<file path="src/rtl/sad_ctrl.sv">
// sad_ctrl: control FSM for a sum-of-absolute-differences datapath.
// Each run clears the index and accumulator, then loops CHECK -> [WAIT] -> ACC
// while the datapath reports index < 256. It finishes with STORE and DONE. A
// watchdog counts ACC iterations and ends the run in ERR if the limit is reached.
//
// Parameters
//   MEM_LAT   : sample memory read latency (0 or 1); 1 inserts a WAIT per iteration
//   MAX_ITER  : watchdog limit on ACC iterations per run
// Ports
//   clk, rst      : clock, asynchronous active-high reset
//   go            : start request (sampled in IDLE only)
//   abort         : cancel run (honoured in INIT/CHECK/WAIT/ACC)
//   sad_clr_req   : clear request for the result register (IDLE only)
//   i_lt_256      : datapath status, index below 256
//   i_inc, i_clr  : index increment / clear
//   sum_ld, sum_clr     : accumulator load / clear
//   sadreg_ld, sadreg_clr : result register load / clear (sadreg_clr is combinational)
//   busy          : high outside IDLE
//   done, err     : one-cycle completion / watchdog pulses
module sad_ctrl #(
  parameter int unsigned MEM_LAT  = 0,
  parameter int unsigned MAX_ITER = 256
) (
  input  logic clk,
  input  logic rst,
  input  logic go,
  input  logic abort,
  input  logic sad_clr_req,
  input  logic i_lt_256,
  output logic i_inc,
  output logic i_clr,
  output logic sum_ld,
  output logic sum_clr,
  output logic sadreg_ld,
  output logic sadreg_clr,
  output logic busy,
  output logic done,
  output logic err
);

  localparam int unsigned CW = $clog2(MAX_ITER) + 1;

  typedef enum logic [2:0] {
    S_IDLE, S_INIT, S_CHECK, S_WAIT, S_ACC, S_STORE, S_DONE, S_ERR
  } state_t;

  state_t          state;
  logic [CW-1:0]   iter;
  logic [7:0]      outs_q;

  // Moore output decode, bit order {busy,i_clr,sum_clr,sum_ld,i_inc,sadreg_ld,done,err}
  function automatic logic [7:0] outs_of(input state_t s);
    logic [7:0] o;
    o = 8'b0000_0000;
    case (s)
      S_INIT:          o = 8'b1110_0000;
      S_CHECK, S_WAIT: o = 8'b1000_0000;
      S_ACC:           o = 8'b1001_1000;
      S_STORE:         o = 8'b1000_0100;
      S_DONE:          o = 8'b1000_0010;
      S_ERR:           o = 8'b1000_0001;
      default:         o = 8'b0000_0000;
    endcase
    return o;
  endfunction

  // Next-state rules; abort outranks every CHECK transition
  function automatic state_t next_of(input state_t s, input logic req,
                                     input logic cancel, input logic more,
                                     input logic [CW-1:0] cnt);
    state_t n;
    n = s;
    case (s)
      S_IDLE:  if (req) n = S_INIT;
      S_INIT:  n = cancel ? S_IDLE : S_CHECK;
      S_CHECK: begin
        if (cancel)                     n = S_IDLE;
        else if (!more)                 n = S_STORE;
        else if (cnt < CW'(MAX_ITER))   n = (MEM_LAT != 0) ? S_WAIT : S_ACC;
        else                            n = S_ERR;
      end
      S_WAIT:  n = cancel ? S_IDLE : S_ACC;
      S_ACC:   n = cancel ? S_IDLE : S_CHECK;
      S_STORE: n = S_DONE;
      S_DONE:  n = S_IDLE;
      S_ERR:   n = S_IDLE;
      default: n = S_IDLE;
    endcase
    return n;
  endfunction

  // State, registered outputs (decoded from the state being entered) and watchdog counter
  always_ff @(posedge clk or posedge rst) begin
    if (rst) begin
      state  <= S_IDLE;
      outs_q <= 8'b0000_0000;
      iter   <= '0;
    end else begin
      state  <= next_of(state, go, abort, i_lt_256, iter);
      outs_q <= outs_of(next_of(state, go, abort, i_lt_256, iter));
      if (state == S_INIT) begin
        iter <= '0;
      end else if (state == S_ACC && iter != CW'(MAX_ITER)) begin
        iter <= iter + CW'(1);
      end
    end
  end

  assign {busy, i_clr, sum_clr, sum_ld, i_inc, sadreg_ld, done, err} = outs_q;

  // Clear request passes straight through while idle; forced low during reset
  assign sadreg_clr = !rst && (state == S_IDLE) && sad_clr_req;

endmodule

</file>
<file path="config.mk">
export PLATFORM = sky130hd
export DESIGN_NAME = sad_ctrl
export DESIGN_NICKNAME = d
export VERILOG_FILES = /design/src/rtl/sad_ctrl.sv
export SDC_FILE = /design/constraint.sdc
export NUM_CORES = 1
export LEC_CHECK = 0
export CAP_MARGIN = 10
export CORE_ASPECT_RATIO = 0.8
export CORE_UTILIZATION = 55
export DETAILED_ROUTE_END_ITERATION = 10
export MAX_ROUTING_LAYER = met4
export PLACE_DENSITY = 0.81
export SYNTH_ARGS = -nofsm -noshare
export SYNTH_HDL_FRONTEND = slang
export SYNTH_SLANG_ARGS = --single-unit
</file>
<file path="constraint.sdc">
create_clock -name clk -period 2.9 [get_ports clk]
set_input_delay 0.725 -clock clk [delete_from_list [all_inputs] [get_ports clk]]
set_output_delay 0.725 -clock clk [all_outputs]
set_load 0.01 [all_outputs]
</file>
==> reports/results.tsv <==
metric	value	unit
outcome	completed	
first-pass GRT wire length	2840	µm
DRC violations left	0	
Critical path buffers and inverters	1	
I/O Pins	15	
final WL	1800	µm
CP startpoint kind	register	
vias in the first global route	601	
drt wl/cell	13.8	µm
Die Span Y	39.6	µm
Sw Ratio	36.1	%
CTS Hold Bufs	0	
Crit path required time	2.17	ns
worst rel slew slack	55.0	%
nature of the critical path endpoint	output pin	
GPL Wtd Cong	0.787	
total negative slack	0	ns
Vias	747	
Post-CTS Resized	0	
final instance area	1140	µm²
Iter 0 DRT Violations	10	
# diodes	0	
WP data arrival	2.04	ns
Post-CTS Setup Inserts	0	
input/output buffers	14	
GRT overflow	0	
1st-pass router iterations	4	
Synthesized Nets	106	
TritonCTS clock tree	done	
Crit Path Class	register to output pin	
maximum clock frequency	362	MHz
pin count of the biggest net entering global routing	19	
Post-Layout Cell Count	131	
synthesis-to-finish area growth	17.4	%
FP Rows	13	
number of synthesized register bits	18	
Core Footprint	1640	µm²
CP max stage cell	clkdlybuf4s50_1	
overall routing resource usage	22.2	%
power share of the clock group	18.4	%
Pwr per Cell Area	729	nW/µm²
Worst-Margin Slew	0.674	ns
largest delay contributor family on the critical path	simple AND/OR/NAND/NOR gates	
Starting Density	59.1	%
CTS buffer count	3	
final net count	118	
Crit Path Max Fanout	13	
Synth Flop Type	dfrtp_1	
post-synth cell types	32	
Die ar.	1940	µm²
Clock Sinks	18	
Post-Syn Area	971	µm²
Placed Instance Area	1100	µm²
Via density	5.70	
root buffer cell	clkbuf_4	
GR Util met3	6.98	%
RSZ-0062 raised after global routing	no	
number of routed nets with antenna violations	0	
met2 global-route usage	34.0	%
clk_lat worst skew	0.30	ns
layout cells sized above 1	6.42	%
register share of total power	44.9	%
Clock Tree Buf Depth	2	
syn_area_per_cell	9.91	µm²
Cells after Synth	98	
placed cell count	127	
WHS	0.533	ns
M1 GR Usage	27.2	%
max_cap viols	0	
minimum clock period	2.76	ns
Most Used Layer, Global Route	met2	
DPL Wire Length	1320	µm
P_sw	300	µW
Power, Total	831	µW
Yosys warning count	0	
initial antenna violation count	0	
worst hold path class	register to register	
worst-path cell chain	or2_1 > nor4b_1 > clkdlybuf4s50_1	
Setup Skew	0.00828	ns
Fin. Hold Viols	0	
Gate power share	36.7	%
period utilization	95.3	%
async set or reset register ratio after synthesis	100	%
CTS H-Tree Depth	1	
Final setup violation count	0	
register area share after synthesis	46.4	%
Reg clk slew, reported paths	0.10	ns
internal power	531	µW
leakage	0.000475	µW
Die W	49.0	µm
Post-synth EDFFs	0	
VDD IR max	596	µV
Max Slew Vio Count	0	
CP max stage delay	0.59	ns
## routing by layer
metal  routed length [µm]  vias to the layer above
met5                    0                        -
met4                   35                        0
met3                   68                        5
met2                  838                       17
met1                  859                      361
li1                     -                      364
## synth_stat cells (2+ instances only)
library cell | n | share of area (%)
dfrtp_1 | 18 | 46
nand2_1 | 14 | 5.4
inv_1 | 7 | 2.7
a21oi_1 | 5 | 2.6
mux2i_1 | 5 | 5.2
nor3_1 | 5 | 2.6
clkbuf_1 | 4 | 1.5
nand2b_1 | 4 | 2.6
nor2b_1 | 3 | 1.9
a211o_1 | 2 | 1.8
buf_4 | 2 | 1.5
ha_1 | 2 | 2.6
nor4_1 | 2 | 1.3
nor4b_2 | 2 | 3.1
o21ai_0 | 2 | 1.0
o21bai_1 | 2 | 1.5
o311ai_1 | 2 | 1.8
or3_1 | 2 | 1.3
or3b_1 | 2 | 1.8
## worst paths after layout
| check | start | to | slack, ns | cells past startpoint |
|---|---|---|---|---|
| worst max-delay path | state[2] | sadreg_clr | 0.14 | 3 |
| worst min-delay path | iter[6] | iter[6] | 0.53 | 1 |
| worst max register to register | state[2] | iter[7] | 1.23 | 3 |
| worst min register to register | iter[6] | iter[6] | 0.53 | 1 |
| max in group asynchronous | rst | outs_q[6] | 1.63 | 2 |
| min in group asynchronous | rst | state[0] | 0.83 | 2 |
## power by group through the flow
stage,clock [µW],combinational (µW),sequential [µW]
after floorplan,0,241,343
after global placement,0,291,373
after detailed placement,0,307,378
after CTS,160,308,374
after global routing,171,339,386
final,153,305,373
## sequential cells by signal, summed over array words and instances, names as in the netlist
| register | cells |
|---|---|
| outs_q | 6 |
| state | 3 |
| iter | 9 |
## placed cells by master, fill, tap and decap left out
| master | n |
|---|---|
| mux2i_1 | 5 |
| o41ai_1 | 1 |
| o311ai_1 | 2 |
| nor4b_1 | 1 |
| o21bai_1 | 2 |
| nor4_1 | 2 |
| or3_1 | 2 |
| nor4b_2 | 2 |
| clkbuf_8 | 1 |
| or3b_1 | 2 |
| inv_1 | 7 |
| nor2_1 | 1 |
| or2_1 | 1 |
| o22ai_1 | 1 |
| a21oi_1 | 5 |
| a211o_1 | 2 |
| and3b_1 | 1 |
| nor3_1 | 5 |
| dfrtp_1 | 18 |
| nand3_1 | 1 |
| nand2_1 | 14 |
| a221oi_1 | 1 |
| nor2b_1 | 3 |
| ha_1 | 2 |
| clkbuf_4 | 3 |
| xnor2_1 | 1 |
| nor4_4 | 1 |
| o21ai_0 | 2 |
| clkdlybuf4s50_1 | 14 |
| nor3b_1 | 1 |
| nand2b_1 | 4 |
| nand4bb_1 | 1 |
## cell families (layout without fill, tap and decap cells)
| group | count (synthesis) | after routing | share of synthesized area (%) |
|---|---|---|---|
| adder cells (fa/ha/maj) | 2 | 2 | 2.58 |
| multiplexers | 5 | 5 | 5.15 |
| AND/OR/NAND/NOR | 42 | 42 | 27.4 |
| XOR/XNOR | 1 | 1 | 0.902 |
| flip-flops | 18 | 18 | 46.4 |
| buffers and inverters | 14 | 25 | 6.31 |
| AO/OA/AOI/OAI | 16 | 16 | 11.2 |
## final cells by class
class / count / area, µm²
Multi-Input combinational cell: 66 / 459
Clock buffer: 4 / 36.3
Sequential cell: 18 / 450
Tap cell: 22 / 27.5
Fill cell: 125 / 503
Timing Repair Buffer: 14 / 140
Inverter: 7 / 26.3
## per-stage QoR
step | setup slack (ns) | utilization [%]
2_1_floorplan | 0.848 | -
3_3_place_gp | 0.217 | 67.2
3_5_place_dp | 0.185 | 67.2
4_1_cts | 0.112 | 69.4
5_1_grt | 0.0321 | 69.4
6_report | 0.137 | 69.4
(Power assumes the default switching activity.)
